`config.mk`:
```
export PLATFORM = sky130hd
export DESIGN_NAME = dkong_dac_filter
export DESIGN_NICKNAME = d
export VERILOG_FILES = /design/src/rtl/dkong_audio_pkg.sv /design/src/rtl/dkong_iir_lp.sv /design/src/rtl/dkong_dac_filter.sv
export SDC_FILE = /design/constraint.sdc
export NUM_CORES = 1
export LEC_CHECK = 0
export ABC_AREA = 0
export BUFFER_PORTS_ARGS = -buffer_cell sky130_fd_sc_hd__buf_2
export CAP_MARGIN = 20
export CORE_ASPECT_RATIO = 2
export CORE_UTILIZATION = 57
export CTS_CLUSTER_DIAMETER = 60
export DETAILED_ROUTE_END_ITERATION = 8
export GPL_TIMING_DRIVEN = 0
export PLACE_DENSITY = 0.78
export SLEW_MARGIN = 15
export SYNTH_ARGS = -nofsm -noshare
export SYNTH_HDL_FRONTEND = slang
export SYNTH_HIERARCHICAL = 1
export SYNTH_SLANG_ARGS = --single-unit
```
`constraint.sdc`:
```
create_clock -name I_CLK -period 4.7 [get_ports I_CLK]
set_clock_uncertainty 0.2 [all_clocks]
set_input_delay 0.94 -clock I_CLK [delete_from_list [all_inputs] [get_ports I_CLK]]
set_output_delay 0.94 -clock I_CLK [all_outputs]
set_load 0.03 [all_outputs]
```
`src/rtl/dkong_audio_pkg.sv`:
```
// -----------------------------------------------------------------------------
// dkong_audio_pkg
// Shared definitions for the Donkey Kong sound path. The DAC post-processing
// block and the downstream audio mixer both import this package.
//
// Contents:
//   DAC_W         width of the 8035 port-A DAC code
//   SMP_W         width of the signed PCM sample stream
//   ENV_FULL      envelope value meaning "no attenuation"
//   sample_t      signed PCM sample type used between audio blocks
//   dac_to_signed removes the mid-scale offset from an unsigned DAC code
// -----------------------------------------------------------------------------
package dkong_audio_pkg;

  localparam int DAC_W = 8;
  localparam int SMP_W = 16;

  localparam logic [DAC_W-1:0] ENV_FULL = 8'hFF;

  // Signed PCM sample exchanged between the filter and the mixer.
  typedef logic signed [SMP_W-1:0] sample_t;

  // The DAC idles at mid-scale (0x80). Flipping the MSB turns the unsigned
  // code into a two's-complement value equal to code - 128, so 0x80 becomes
  // 0, 0xFF becomes +127 and 0x00 becomes -128.
  function automatic logic signed [DAC_W-1:0] dac_to_signed(
    input logic [DAC_W-1:0] code
  );
    logic signed [DAC_W-1:0] res;
    res = {~code[DAC_W-1], code[DAC_W-2:0]};
    return res;
  endfunction

endpackage : dkong_audio_pkg

```
`src/rtl/dkong_iir_lp.sv`:
```
// -----------------------------------------------------------------------------
// dkong_iir_lp
// One-pole IIR low-pass:  y <= y + ((x - y) >>> K_SHIFT), evaluated only on
// cycles where en is high. It models a simple RC output network. The same
// block is meant to be reused on the DK Jr. analog voice paths.
//
// Parameters:
//   K_SHIFT  coefficient exponent, alpha = 2^-K_SHIFT (0 = pass-through)
//
// Ports:
//   clk  in   clock
//   rst  in   asynchronous reset, active-high, clears the filter state
//   en   in   update strobe, one cycle per sample
//   x    in   signed filter input
//   y    out  signed filter state (registered, holds between strobes)
// -----------------------------------------------------------------------------
module dkong_iir_lp
  import dkong_audio_pkg::*;
#(
  parameter int K_SHIFT = 3
) (
  input  logic    clk,
  input  logic    rst,
  input  logic    en,
  input  sample_t x,
  output sample_t y
);

  // One extra bit holds x - y without wrap for any pair of 16-bit samples.
  logic signed [SMP_W:0] diff_s;
  logic signed [SMP_W:0] step_s;
  sample_t               y_r;

  // Difference and coefficient scaling. The arithmetic shift rounds toward
  // minus infinity, so the step magnitude never exceeds |x - y| and the
  // 16-bit sum below cannot overflow.
  always_comb begin
    diff_s = {x[SMP_W-1], x} - {y_r[SMP_W-1], y_r};
    step_s = diff_s >>> K_SHIFT;
  end

  // Filter state, advanced once per strobe and held otherwise.
  always_ff @(posedge clk or posedge rst) begin
    if (rst) begin
      y_r <= {SMP_W{1'b0}};
    end else if (en) begin
      y_r <= y_r + step_s[SMP_W-1:0];
    end else begin
      y_r <= y_r;
    end
  end

  assign y = y_r;

endmodule : dkong_iir_lp

```
`src/rtl/dkong_dac_filter.sv`:
```
// -----------------------------------------------------------------------------
// dkong_dac_filter
// Converts the 8035 port-A DAC code into a signed 16-bit PCM stream at a
// fixed sample rate of I_CLK / CLK_DIV.
//
// Chain (one pass per sample tick):
//   registered DAC code -> offset removal -> envelope scale (or forced 0 when
//   muted) -> x register -> one-pole low-pass -> O_SAMPLE
//
// Parameters:
//   CLK_DIV    I_CLK cycles per output sample (>= 2)
//   K_SHIFT    low-pass coefficient exponent (0..8, 0 = pass-through)
//   DECAY_DIV  sample ticks per envelope decrement (>= 1)
//
// Ports:
//   I_CLK         in   system clock
//   I_RST         in   asynchronous reset, active-high
//   I_DAC_DAT     in   unsigned DAC code from 8035 port A
//   I_DECAY_EN    in   1 = envelope decays, 0 = envelope held at full scale
//   I_MUTE        in   1 = filter input forced to 0 (output decays, no click)
//   O_SAMPLE      out  signed filtered sample, holds between strobes
//   O_SAMPLE_VLD  out  one-cycle strobe marking a new O_SAMPLE
//
// Timing: the tick cycle is the one where the sample counter reads
// CLK_DIV-1. The edge closing it loads x; the next edge updates the filter,
// which drives O_SAMPLE directly, and raises O_SAMPLE_VLD for one cycle.
// -----------------------------------------------------------------------------
module dkong_dac_filter
  import dkong_audio_pkg::*;
#(
  parameter int CLK_DIV   = 48,
  parameter int K_SHIFT   = 3,
  parameter int DECAY_DIV = 256
) (
  input  logic                     I_CLK,
  input  logic                     I_RST,
  input  logic [DAC_W-1:0]         I_DAC_DAT,
  input  logic                     I_DECAY_EN,
  input  logic                     I_MUTE,
  output logic signed [SMP_W-1:0]  O_SAMPLE,
  output logic                     O_SAMPLE_VLD
);

  // Counter widths; a divide of 1 still needs a one-bit register.
  localparam int CW = (CLK_DIV > 1) ? $clog2(CLK_DIV) : 1;
  localparam int PW = (DECAY_DIV > 1) ? $clog2(DECAY_DIV) : 1;

  localparam logic [CW-1:0] CNT_LAST   = CW'(CLK_DIV - 1);
  localparam logic [PW-1:0] PRESC_LAST = PW'(DECAY_DIV - 1);

  // Registered copies of the inputs; nothing downstream looks at the pins.
  logic [DAC_W-1:0] dac_r;
  logic             decay_r;
  logic             mute_r;

  // Sample-rate tick generation.
  logic [CW-1:0]    cnt_r;
  logic             tick_s;

  // Decay envelope.
  logic [PW-1:0]    presc_r;
  logic [DAC_W-1:0] env_r;

  // Scaling datapath.
  logic signed [DAC_W-1:0] code_s;
  sample_t                 code_ext_s;
  sample_t                 env_ext_s;
  sample_t                 scaled_s;

  // Pipeline registers.
  sample_t          x_r;
  logic             tick_d_r;
  logic             vld_r;
  sample_t          y_s;

  // Input capture stage.
  always_ff @(posedge I_CLK or posedge I_RST) begin
    if (I_RST) begin
      dac_r   <= {DAC_W{1'b0}};
      decay_r <= 1'b0;
      mute_r  <= 1'b0;
    end else begin
      dac_r   <= I_DAC_DAT;
      decay_r <= I_DECAY_EN;
      mute_r  <= I_MUTE;
    end
  end

  assign tick_s = (cnt_r == CNT_LAST);

  // Free-running sample counter, 0..CLK_DIV-1.
  always_ff @(posedge I_CLK or posedge I_RST) begin
    if (I_RST) begin
      cnt_r <= {CW{1'b0}};
    end else if (tick_s) begin
      cnt_r <= {CW{1'b0}};
    end else begin
      cnt_r <= cnt_r + CW'(1'b1);
    end
  end

  // Envelope update on the tick edge. With decay disabled the envelope is
  // pinned at full scale, so a 1->0 on decay retriggers it at the next tick.
  // The scale step in the same tick still sees the pre-update value.
  always_ff @(posedge I_CLK or posedge I_RST) begin
    if (I_RST) begin
      presc_r <= {PW{1'b0}};
      env_r   <= ENV_FULL;
    end else if (tick_s) begin
      if (!decay_r) begin
        presc_r <= {PW{1'b0}};
        env_r   <= ENV_FULL;
      end else if (presc_r == PRESC_LAST) begin
        presc_r <= {PW{1'b0}};
        env_r   <= (env_r == {DAC_W{1'b0}}) ? {DAC_W{1'b0}} : env_r - 8'd1;
      end else begin
        presc_r <= presc_r + PW'(1'b1);
        env_r   <= env_r;
      end
    end else begin
      presc_r <= presc_r;
      env_r   <= env_r;
    end
  end

  // Offset removal and envelope scaling. The signed 8 x unsigned 8 product
  // spans -32640..+32385, so the low 16 bits of a 16 x 16 multiply are the
  // exact result with no saturation required.
  always_comb begin
    code_s     = dac_to_signed(dac_r);
    code_ext_s = {{(SMP_W-DAC_W){code_s[DAC_W-1]}}, code_s};
    env_ext_s  = {{(SMP_W-DAC_W){1'b0}}, env_r};
    if (mute_r) begin
      scaled_s = {SMP_W{1'b0}};
    end else begin
      scaled_s = code_ext_s * env_ext_s;
    end
  end

  // Filter input register, loaded once per sample on the tick edge.
  always_ff @(posedge I_CLK or posedge I_RST) begin
    if (I_RST) begin
      x_r <= {SMP_W{1'b0}};
    end else if (tick_s) begin
      x_r <= scaled_s;
    end else begin
      x_r <= x_r;
    end
  end

  // Delayed tick: enables the filter one edge after x is loaded, and its
  // own delay is the output strobe. Reset clears both, dropping any
  // in-flight strobe.
  always_ff @(posedge I_CLK or posedge I_RST) begin
    if (I_RST) begin
      tick_d_r <= 1'b0;
      vld_r    <= 1'b0;
    end else begin
      tick_d_r <= tick_s;
      vld_r    <= tick_d_r;
    end
  end

  dkong_iir_lp #(
    .K_SHIFT (K_SHIFT)
  ) u_iir (
    .clk (I_CLK),
    .rst (I_RST),
    .en  (tick_d_r),
    .x   (x_r),
    .y   (y_s)
  );

  // The filter state is itself a register that only moves on the strobe
  // edge, so it serves directly as the held output sample.
  assign O_SAMPLE     = y_s;
  assign O_SAMPLE_VLD = vld_r;

endmodule : dkong_dac_filter

```
# [Yosys cells after proc, flatten, opt, wreduce, memory -nomap -nowiden]
# Cells that the tools add are included.
[classes] n_reduce_logical=2 shift=0 n_eq_ne=3 add_sub_neg=5 div_mod_pow=0 n_lt_le_gt_ge=0 muxes=7 bitwise=1 mul=1
[op_table] operator="$mux 8" n=5
[op_table] operator="$sub 16x16->17" n=1
[op_table] operator="$add 16x16->16" n=1
[op_table] operator="$mul 8x9->16" n=1
[op_table] operator="$mux 16" n=1
[op_table] operator="$add 8x1->8 const B" n=1
[op_table] operator="$eq 8x8->1 const B" n=1
[op_table] operator="$logic_not 8->1" n=1
[op_table] operator="$sub 8x1->8 const B" n=1
[op_table] operator="$add 6x1->6 const B" n=1
[op_table] operator="$eq 6x6->1 const B" n=1
[op_table] operator="$mux 6" n=1
[op_table] operator="$ne 2x1->1 const B" n=1
[op_table] operator="$reduce_and 2->1" n=1
[op_table] operator="$not 1->1" n=1
[word_totals] elab_cells=29 latch_bits=0 out_inout_bits=17 mem_bits_rw=0 regBits=66 n_memories=0 romBits=0

# [Logic depth before layout (Yosys ltp)]
# Gate-level depths: netlist of run 1.
[depth] ltp_word=4 ltp_mapped=18 mapped_depth_nobuf=18

# [Hierarchy]
# Netlist of run 1, hierarchy kept.
[modules_own_cells] mod="dkong_dac_filter" seq_area_each_um2=1261.2 cells_per_inst=438 area_each_um2=4221.5 instances=1
[modules_own_cells] mod="dkong_iir_lp" seq_area_each_um2=400.4 cells_per_inst=219 area_each_um2=1886.8 instances=1

# [Worst setup path after synthesis of run 1]
# Ideal clock, no wire load.
[synth_path] kind="register -> register" start="reg dac_r[7]" end="reg x_r[11]" synth_period_minus_slack_ns=4.586 setup_ns=0.126 path_stages_with_launch=16 path_slack_ns=0.114 arrival_ns=4.260 path_cell_list="dfrtp_1 > clkbuf_1 > or2_2 > fa_1 > fa_1 > inv_1 > fa_1 > inv_1 > fa_1 > inv_1 > ha_1 > nand2_1 > nor3b_1 > nor2_1 > o2111a_1 > a221o_1"
[synth_via] elab_chain_len=3
[synth_rtl] element="start: declaration" line_no="dkong_dac_filter.sv:52" text="logic [DAC_W-1:0] dac_r;"
[synth_rtl] element="start signal: assignment" line_no="dkong_dac_filter.sv:79" text="dac_r <= {DAC_W{1'b0}};"
[synth_rtl] element="$not 1->1" line_no="dkong_audio_pkg.sv:30" text="res = {~code[DAC_W-1], code[DAC_W-2:0]};"
[synth_rtl] element="$mul 8x9->16" line_no="dkong_dac_filter.sv:136" text="scaled_s = code_ext_s * env_ext_s;"
[synth_rtl] element="$mux 16" line_no="dkong_dac_filter.sv:133" text="if (mute_r) begin"
[synth_rtl] element="end signal: assignment" line_no="dkong_dac_filter.sv:143" text="x_r <= {SMP_W{1'b0}};"
[synth_rtl] element="end signal: assignment" line_no="dkong_dac_filter.sv:145" text="x_r <= scaled_s;"
[synth_rtl] element="end signal: assignment" line_no="dkong_dac_filter.sv:147" text="x_r <= x_r;"
[synth_rtl] element="end: declaration" line_no="dkong_dac_filter.sv:71" text="sample_t x_r;"
# Every way passes these cells.
# A chain may end at the register's enable or synchronous reset.

# [Worst setup path after layout of run 1]
[layout_path] start="reg env_r[4]" end="reg x_r[15]"
[layout_via] elab_chain_len=2
[layout_rtl] element="start: declaration" line_no="dkong_dac_filter.sv:62" text="logic [DAC_W-1:0] env_r;"
[layout_rtl] element="start signal: assignment" line_no="dkong_dac_filter.sv:115" text="env_r <= (env_r == {DAC_W{1'b0}}) ? {DAC_W{1'b0}} : env_r - 8'd1;"
[layout_rtl] element="start signal: assignment" line_no="dkong_dac_filter.sv:118" text="env_r <= env_r;"
[layout_rtl] element="start signal: assignment" line_no="dkong_dac_filter.sv:122" text="env_r <= env_r;"
[layout_rtl] element="$mul 8x9->16" line_no="dkong_dac_filter.sv:136"
[layout_rtl] element="$mux 16" line_no="dkong_dac_filter.sv:133"
# Every way passes these cells.

==> flow_metrics.py, run 1 <==
metrics = {
    "power": {
        "p_leak_uw": 0.00338,
        "p_total_uw": 2620,
        "peakVddDrop_mv": 0.294,
        "p_per_area_nw_per_um2": 384,
    },
    "route": {
        "wl_met2_microns": 7380,
        "vias_per_cell": 5.79,
        "vias": 4842,
        "firstDrtPassIters": 4,
        "routed.top_layer": "met4",
        "dr.first_iter.drc_count": 155,
        "ant_nets": 0,
        "wl_met1_microns": 4670,
        "wl_per_cell_microns": 15.7,
        "drt_drc_violations_left": 0,
        "wl_met3_microns": 363,
        "drt_wl_total_microns": 13100,
    },
    "setup_path": {
        "endpoint_kind": "flip-flop",
        "rrSetupSlack_ns": 0.07,
        "path_class": "reg -> reg",
        "required_ns": 4.73,
        "max_stage_delay_ns": 0.65,
        "path_common_cell": "fa_1",
        "cp.arrival_ns": 4.65,
        "worstPathCellList": "and2_1, fa_1, fa_1, fa_1, inv_1, fa_1, inv_1, ha_1, and3_1, or2_2, a22oi_1, nand4_1, a32o_1",
        "critPathLaunchType": "flip-flop",
        "cp_max_fo": 11,
        "crit_slowest_cell": "dfstp_2",
    },
    "synth": {
        "synth_edf_count": 0,
        "yosysWarnings": 6,
        "synth-seq-area-share_pct": 27.2,
        "ys_ff_latch": 66,
        "async_flop_share_pct": 100,
        "synth_ff_type": "dfrtp_1",
        "synth_cells": 657,
        "synth_area_sq_um": 6110,
        "syn_area_per_cell_sq_um": 9.30,
        "syn_nets": 781,
        "synth_cell_types": 68,
    },
    "sta": {
        "period_needed_ns": 4.63,
        "final-hold-violation-count": 0,
        "relSlewSlack_pct": 34.9,
        "whs_ns": 0.204,
        "fmax_ghz": 0.216,
        "fin_crit_sh_pct": 98.4,
        "rsz0062_at_grt": "true",
        "worst_pin_slew_ns": 0.967,
        "drv_slew": 0,
        "setup_viol": 0,
    },
    "clock_tree": {
        "cts_tree": "yes",
        "clk_path_buf_depth": 2,
        "numCtsBuffers": 9,
        "cts.sink_count": 66,
        "clkLatencyLatePin_ns": 0.34,
        "root_buffer": "clkbuf_16",
        "h-tree-depth": 3,
        "postCtsHoldBufs": 0,
        "clkTransAtPathRegs_ns": 0.06,
    },
    "placement": {
        "numPlacedInstances": 823,
        "numPortBuffers": 28,
        "finalWeightedCongestion": 0.897,
        "dpl.hpwl_microns": 10600,
    },
    "final_layout": {
        "area.growth.synth_to_final_pct": 12.0,
        "n_antenna_cell": 0,
        "fill_cells": 874,
        "finalNonFillerCells": 836,
        "nets": 818,
        "drive_gt1_share_pct": 14.3,
    },
    "global_route": {
        "grt_pass1_vias": 4971,
        "antenna_found_initial": 0,
        "grt_overflow": 0,
        "grt_pass1_wl_microns": 21500,
        "grtUsageTotal_pct": 25.6,
        "grt_max_degree": 27,
    },
    "status": {
        "outcome": "finished clean",
    },
    "job": {
        "maxCapViolations": 0,
    },
    "floorplanning": {
        "design.die.area_sq_um": 11200,
        "die_w_microns": 75.2,
        "fp-row-count": 53,
        "io_pins": 29,
        "core_sq_um": 10500,
        "start_util_pct": 58.3,
        "fp.dieH_microns": 148,
    },
    "min_path": {
        "hold_class": "reg -> reg",
    },
}
==> state kept, by name (all words and copies together), names as in the netlist, 6 cells and up <==
register	cells
dac_r	8
x_r	16
u_iir/y	16
presc_r	8
env_r	8
cnt_r	6
==> routing by layer <==
layer / track usage [%] / vias to the layer above
met3: 4.81 / 42
met2: 47.5 / 108
met1: 23.8 / 2362
met5: 0 / -
met4: 17.3 / 0
li1: - / 2330
==> logic make-up after synthesis <==
logic type / after synthesis / synth area share [%]
multiplexers: 4 / 0.676
buffers and inverters: 100 / 6.43
flip-flops: 66 / 27.2
adder cells (fa/ha/maj): 112 / 27.6
AND/OR/NAND/NOR: 196 / 16.8
AO/OA/AOI/OAI: 147 / 16.7
XOR/XNOR: 32 / 4.59
==> where the power goes <==
part | internal [uW] | switching (uW) | total (uW) | leakage (uW)
Sequential | 602 | 39.4 | 642 | 0.000828
Combinational | 548 | 736 | 1280 | 0.00240
Clock | 431 | 268 | 700 | 0.000147
Total | 1580 | 1040 | 2620 | 0.00338
==> through the flow <==
stage / setup TNS [ns] / instance area [sq um] / worst slack (ns) / utilization (%)
finish: 0 / 6840 / 0.0748 / 65.3
global route: -0.0412 / 6840 / -0.0406 / 65.3
CTS: 0 / 6760 / 0.0129 / 64.6
detailed placement: -1.78 / 6440 / -0.345 / 61.5
global placement: -1.35 / 6420 / -0.263 / 61.3
floorplan: 0 / 6110 / 0.114 / -
==> worst max-delay path: cells and delay by family (launching register included) <==
kind | cells | cell delay, ns
compound gates | 2 | 0.48
fa+ha+maj | 5 | 2.19
buf+inv | 2 | 0.12
flops | 1 | 0.65
simple gates | 4 | 0.88
==> cells in the mapped netlist, types with 4 or more instances <==
cell type	number	share of area [%]
nand2_1	52	3.2
nor3_1	11	0.90
fa_1	38	12
a21o_1	13	1.6
dfstp_2	8	3.4
nand2b_1	5	0.51
nand3_1	12	0.98
dfrtp_1	58	24
xnor2_1	19	2.7
a21oi_1	34	2.8
a22o_1	8	1.1
o211ai_1	4	0.49
clkbuf_1	14	0.86
nand4_1	5	0.51
inv_1	81	5.0
ha_1	74	15
o211a_1	4	0.66
and3_1	8	0.82
o21ai_0	33	2.7
or3_1	5	0.51
and2_1	43	4.4
nand3b_1	5	0.61
o31ai_1	8	0.98
or2_2	8	0.82
nor2_1	28	1.7
xor2_1	13	1.9
==> cell type report <==
cell class	count	area, sq um	share of cell area, %
well taps	137	171	2.51
inverters	81	304	4.44
plain buffers	11	70.1	1.02
flip-flops and latches	66	1660	24.3
repair buffers	34	198	2.89
multi-input cells	491	4120	60.3
clock inverters	6	73.8	1.08
clock buffers	10	239	3.49
==> worst paths after layout <==
kind,start,end,depth (start not counted)
max in group asynchronous,I_RST,env_r[0],3
worst max-delay path,env_r[4],x_r[15],13
worst min register to register,tick_d_r,O_SAMPLE_VLD,0
worst max register to register,env_r[4],x_r[15],13
min in group asynchronous,I_RST,x_r[9],2
worst min-delay path,tick_d_r,O_SAMPLE_VLD,0
==> layout by cell type, fill, tap and decap left out, drive strengths merged, types with 3 or more instances in the layout <==
master / synthesis / layout
a211oi: 5 / 5
a21o: 13 / 13
a21oi: 35 / 35
a221o: 3 / 3
a22o: 8 / 8
a31o: 3 / 3
and2: 44 / 44
and3: 8 / 8
buf: 4 / 39
clkbuf: 15 / 16
dfrtp: 58 / 58
dfstp: 8 / 8
fa: 38 / 38
ha: 74 / 74
inv: 81 / 83
mux2i: 3 / 3
nand2: 54 / 54
nand2b: 5 / 5
nand3: 14 / 14
nand3b: 5 / 5
nand4: 5 / 5
nor2: 28 / 28
nor3: 11 / 11
o211a: 4 / 4
o211ai: 4 / 4
o21ai: 35 / 35
o21bai: 3 / 3
o31a: 3 / 3
o31ai: 8 / 8
or2: 8 / 8
or3: 5 / 5
xnor2: 19 / 19
xor2: 13 / 13
==> what timing repair did <==
item	in CTS	in global routing
pin swaps	3	6
setup endpoints to repair	7	8
resized for setup	9	11
setup buffers	1	4
Power figures use the tool's default switching activity.
==> run 2, diff against run 1 <==
CORE_UTILIZATION = 60   (was 57)
clock period = 6 ns   (was 4.7 ns; I/O delays follow)
==> run 2 against run 1 <==
  * Cell count down 0.24%
  * Clock-buffer cell count is 1 lower
  * Largest cell class unchanged
  * Critical path depth increased by 2
  * Clock power fell by 28%
  * Die area down 4.9%
  * Via count up 0.62%
==> flow_metrics.py, run 2 (synthesis results as in run 1) <==
metrics = {
    "clock_tree": {
        "root_buffer": "clkbuf_16",
        "postCtsSetupBuffers": 0,
        "cts_resized": 0,
        "cts_tree": "yes",
        "numCtsBuffers": 9,
        "clkTransAtPathRegs_ns": 0.06,
        "postCtsHoldBufs": 0,
        "clk_path_buf_depth": 2,
        "cts.sink_count": 66,
        "clkLatencyLatePin_ns": 0.34,
        "h-tree-depth": 3,
    },
    "setup_path": {
        "endpoint_kind": "flip-flop",
        "rrSetupSlack_ns": 0.95,
        "cp_max_fo": 10,
        "crit_path_start": "env_r[3]",
        "r2r-end": "x_r[15]",
        "required_ns": 6.02,
        "r2r_start": "env_r[3]",
        "cp.arrival_ns": 5.07,
        "reg2reg_depth": 15,
        "path_class": "reg -> reg",
        "critPathLaunchType": "flip-flop",
    },
    "final_layout": {
        "layout_common_cells": "80 x inv_1, 74 x ha_1, 58 x dfrtp_1, 52 x nand2_1, 43 x and2_1",
        "ff_latch_area_sq_um": 1660,
        "n_antenna_cell": 0,
        "drive_gt1_share_pct": 11.7,
        "final_common_cell": "inv_1",
        "nets": 821,
        "multi_input_area_sq_um": 4050,
        "fill_cells": 838,
        "area.growth.synth_to_final_pct": 10.0,
        "largestRegisters": "u_iir/y x16, x_r x16",
    },
    "global_route": {
        "grt_pass1_vias": 5036,
        "grt_pass1_wl_microns": 21300,
        "grt_overflow": 0,
        "grt_max_degree": 39,
        "grtUsageTotal_pct": 26.3,
        "antenna_found_initial": 0,
    },
    "power": {
        "peakVddDrop_mv": 0.156,
        "p_per_area_nw_per_um2": 289,
        "p_leak_uw": 0.00333,
    },
    "placement": {
        "numPortBuffers": 28,
        "finalWeightedCongestion": 0.906,
        "dpl.hpwl_microns": 10400,
        "post-place-ws_ns": 0.994,
    },
    "sta": {
        "worst_pin_slew_ns": 1.04,
        "fmax_ghz": 0.198,
        "rsz0062_at_grt": "false",
        "final-hold-violation-count": 0,
        "drv_slew": 0,
        "setup_viol": 0,
        "fin_ws_ns": 0.955,
        "relSlewSlack_pct": 30.3,
        "fin_crit_sh_pct": 84.1,
        "tns_ns": 0,
        "period_needed_ns": 5.05,
    },
    "min_path": {
        "hold_end": "O_SAMPLE_VLD",
        "min_from": "tick_d_r",
        "hold_depth": 0,
        "hold_class": "reg -> reg",
    },
    "route": {
        "ant_nets": 0,
        "vias_per_cell": 5.84,
        "drt_drc_violations_left": 0,
        "drt_wl_total_microns": 13100,
        "wl_per_cell_microns": 15.7,
        "vias": 4872,
        "firstDrtPassIters": 5,
        "dr.first_iter.drc_count": 181,
    },
    "floorplanning": {
        "io_pins": 29,
        "core_sq_um": 9830,
        "fp.dieH_microns": 145,
        "die_w_microns": 73.3,
        "design.die.area_sq_um": 10600,
        "fp-row-count": 51,
        "start_util_pct": 62.2,
    },
    "status": {
        "outcome": "finished clean",
    },
    "job": {
        "maxCapViolations": 0,
    },
}
==> run 2: cell types whose count changed in the layout (fill, tap and decap cells not counted), sizes merged <==
cell,change
clkbuf,+8
buf,-6
bufinv,-1
clkinv,+1
inv,+1
==> run 2: cell type report <==
class / count / area share (%)
Multi-Input combinational cell: 491 / 60.3
Tap cell: 132 / 2.46
Inverter: 81 / 4.52
Sequential cell: 66 / 24.7
Clock buffer: 9 / 3.35
Timing Repair Buffer: 29 / 2.38
Clock inverter: 7 / 0.912
Buffer: 19 / 1.32
==> run 2: worst max path at each step <==
stage / end / cells past startpoint
after floorplan: x_r[11] / 15
after global placement: x_r[15] / 14
after detailed placement: x_r[15] / 15
after CTS: x_r[15] / 14
after global routing: x_r[13] / 14
final: x_r[15] / 15
==> run 2: power by group <==
part           switching [uW]  leakage (uW)  total, uW  internal, uW
clock network             221      0.000135        507           287
registers                23.9      0.000829        495           471
logic                     550       0.00237        942           392
==> run 2: critical path: stages, from the launching register on <==
cell and delay (ns):
dfstp_2 0.54, clkbuf_1 0.41, nand2_1 0.15, fa_1 0.53, fa_1 0.50, inv_1 0.05, fa_1 0.53, inv_1 0.06
fa_1 0.53, inv_1 0.04, ha_1 0.33, nand2_1 0.08, nor3b_1 0.26, o21ai_0 0.21, a31o_2 0.28, a32o_1 0.24
==> run 2: metal layers <==
layer  GRT usage, %  part of all wire, %  vias to the layer above
met2           53.5                   58                      119
met4           13.3                  3.3                        0
met3           3.67                  2.5                       33
met5              0                    0                        -
li1               -                    -                     2345
met1           24.0                   36                     2375
==> run 2: per-stage QoR <==
stage	utilization, %	hold slack (ns)	cells	cell area (sq um)	power, uW
after floorplan	-	0.169	657	6110	1240
after CTS	68.4	0.196	834	6720	1950
final	68.4	0.191	834	6720	1940
after detailed placement	65.5	0.181	818	6430	1430
after global routing	68.4	0.210	834	6720	2080
after global placement	65.3	0.194	817	6410	1390
==> run 3, diff against run 2 <==
ABC_AREA = 1   (was 0)
CORE_UTILIZATION = 57   (was 60)
clock period = 4.45 ns   (was 6 ns; I/O delays follow)
==> run 3 against run 2 <==
  * Synthesized cell count rose by 33%
  * Core utilization fell by 3.3 points
  * Cell count rose by 27%
  * Clock-buffer cell count rose by 1
  * Synthesized area rose by 7.2%
  * Largest cell class unchanged
  * Largest power group unchanged
  * Highest routed layer unchanged
==> flow_metrics.py, run 3 <==
metrics = {
    "setup_path": {
        "worstPathCellList": "clkbuf_2, buf_4, nand2_1, inv_1, ha_1, inv_1, fa_1, inv_1, ha_1, inv_1, fa_1, inv_1, ha_1, fa_1, nand2_1, nand3_1, nand2_1, o21ai_1, nand2_1, nand2_1, o21ai_1",
        "critPathTopFamily": "adder cells",
        "cp.arrival_ns": 4.33,
        "r2r_start": "env_r[2]",
        "crit_slowest_cell": "dfstp_2",
        "r2r-end": "x_r[10]",
        "critPathLaunchType": "flip-flop",
        "endpoint_kind": "flip-flop",
        "path_class": "reg -> reg",
        "reg2reg_depth": 21,
        "path_buf_inv": 7,
        "cp_max_fo": 6,
        "required_ns": 4.51,
        "max_stage_delay_ns": 0.61,
        "rrSetupSlack_ns": 0.18,
    },
    "synth": {
        "ys_ff_latch": 66,
        "yosysWarnings": 6,
        "netlist.area_leader.share_pct": 22.2,
        "async_flop_share_pct": 100,
        "synth_area_sq_um": 6550,
        "yosys.area.top_type": "dfrtp_1",
        "synth_edf_count": 0,
        "synth_ff_type": "dfrtp_1",
        "synth_cells": 873,
        "syn_nets": 997,
        "synth-seq-area-share_pct": 25.4,
        "synth_most_common_cell": "nand2_1",
        "synthTopCellsByCount": "230 x nand2_1, 178 x inv_1, 74 x ha_1, 58 x dfrtp_1, 54 x nor2_1",
        "ys_top_cells_by_area": "dfrtp_1 22%, ha_1 14%, nand2_1 13%",
        "synth_cell_types": 44,
        "syn_area_per_cell_sq_um": 7.50,
    },
    "final_layout": {
        "n_antenna_cell": 0,
        "final_common_cell": "nand2_1",
        "fin_util_pct": 65.1,
        "nets": 1036,
        "layout_common_cells": "228 x nand2_1, 174 x inv_1, 70 x ha_1, 58 x dfrtp_1, 53 x nor2_1",
        "fill_cells": 948,
        "area.growth.synth_to_final_pct": 11.5,
        "largestRegisters": "u_iir/y x16, x_r x16",
        "fin_area_sq_um": 7300,
        "drive_gt1_share_pct": 11.9,
    },
    "global_route": {
        "grtUsageTotal_pct": 26.5,
        "antenna_found_initial": 0,
        "grt_max_degree": 28,
        "grt_overflow": 0,
        "grt_pass1_vias": 5592,
        "grt_pass1_wl_microns": 24700,
    },
    "power": {
        "p_per_area_nw_per_um2": 430,
        "p_sw_share_pct": 43.4,
        "power.share.clock_pct": 24.7,
        "p_leak_uw": 0.00417,
        "p_switching_uw": 1360,
        "combPwrFrac_pct": 53.6,
        "pwr-share-seq_pct": 21.7,
        "peakVddDrop_mv": 0.286,
        "internal-power_uw": 1780,
    },
    "floorplanning": {
        "io_pins": 29,
        "die_w_microns": 77.8,
        "fp.dieH_microns": 154,
        "core_sq_um": 11200,
        "design.die.area_sq_um": 11900,
        "fp-row-count": 55,
        "start_util_pct": 58.4,
    },
    "route": {
        "vias": 5554,
        "wl_met2_microns": 8320,
        "ant_nets": 0,
        "drt_wl_total_microns": 14700,
        "dr.first_iter.drc_count": 207,
        "vias_per_cell": 5.24,
        "drt_drc_violations_left": 0,
        "wl_met1_microns": 5260,
        "firstDrtPassIters": 4,
        "routed.top_layer": "met4",
        "wl_per_cell_microns": 13.9,
        "wl_met3_microns": 258,
    },
    "job": {
        "maxCapViolations": 0,
    },
    "placement": {
        "numPortBuffers": 28,
        "finalWeightedCongestion": 0.939,
        "dpl.hpwl_microns": 11800,
        "placed_area_sq_um": 6880,
    },
    "min_path": {
        "min_from": "tick_d_r",
        "hold_depth": 0,
        "hold_end": "O_SAMPLE_VLD",
        "hold_class": "reg -> reg",
    },
    "clock_tree": {
        "numCtsBuffers": 9,
        "h-tree-depth": 3,
        "clkLatencyLatePin_ns": 0.33,
        "root_buffer": "clkbuf_16",
        "cts.sink_count": 66,
        "cts_tree": "yes",
        "clk_path_buf_depth": 2,
        "clkTransAtPathRegs_ns": 0.06,
    },
    "sta": {
        "fmax_ghz": 0.234,
        "setup_viol": 0,
        "fin_crit_sh_pct": 95.9,
        "drv_slew": 0,
        "relSlewSlack_pct": 56.7,
        "whs_ns": 0.194,
        "worst_pin_slew_ns": 0.649,
        "period_needed_ns": 4.27,
        "final-hold-violation-count": 0,
    },
    "status": {
        "outcome": "finished clean",
    },
}
[run 3: per-stage QoR]
step | TNS [ns] | total power, uW | std cells | setup WS [ns]
after floorplan | 0 | 1940 | 873 | 0.272
after global placement | -0.643 | 2210 | 1043 | -0.157
after detailed placement | -1.22 | 2250 | 1044 | -0.237
after CTS | 0 | 3040 | 1058 | 0.0162
after global routing | -0.0264 | 3430 | 1059 | -0.0264
final | 0 | 3140 | 1059 | 0.182
[run 3: cell type report]
type                            instances  area [sq um]  area share (%)
Tap cell                              142           178            2.43
Timing Repair Buffer                   41           248            3.39
Buffer                                 11          65.1           0.891
Sequential cell                        66          1660            22.8
Clock inverter                          6          92.6            1.27
Inverter                              181           683            9.36
Clock buffer                           10           229            3.14
Multi-Input combinational cell        602          4140            56.8
[run 3: cells by family (layout without fill, tap and decap cells)]
| kind of cell | count (synthesis) | count (layout) | synth area share, % |
|---|---|---|---|
| compound gates | 101 | 101 | 9.54 |
| fa+ha+maj | 112 | 112 | 25.8 |
| xor+xnor | 31 | 31 | 4.15 |
| simple gates | 358 | 358 | 23.0 |
| flops | 66 | 66 | 25.4 |
| buf+inv | 205 | 249 | 12.2 |
[run 3: worst max path at each step]
| stage | from | endpoint | slack, ns | cells after the start |
|---|---|---|---|---|
| detailed placement | env_r[6] | x_r[10] | -0.24 | 17 |
| global route | dac_r[7] | x_r[14] | -0.03 | 20 |
| floorplan | env_r[6] | x_r[10] | 0.27 | 17 |
| CTS | env_r[0] | x_r[15] | 0.02 | 18 |
| global placement | env_r[7] | x_r[10] | -0.16 | 17 |
| finish | env_r[2] | x_r[10] | 0.18 | 21 |
[run 3: power by group through the flow]
stage	clock, uW	combinational [uW]	sequential (uW)
final	775	1680	681
after global routing	821	1920	687
after floorplan	0	1230	708
after detailed placement	0	1580	676
after CTS	783	1590	669
after global placement	0	1540	674
[run 3: timing repair]
action,4_1_cts,5_1_grt
buffers inserted,0,12
resized for setup,1,13
hold buffers,0,0
gates cloned,0,0
setup endpoints to repair,8,8
[run 3: per-layer routing]
layer,track usage (%),vias up
li1,-,2791
met1,25.3,2604
met2,52.2,100
met3,3.03,59
met4,15.9,0
met5,0,-
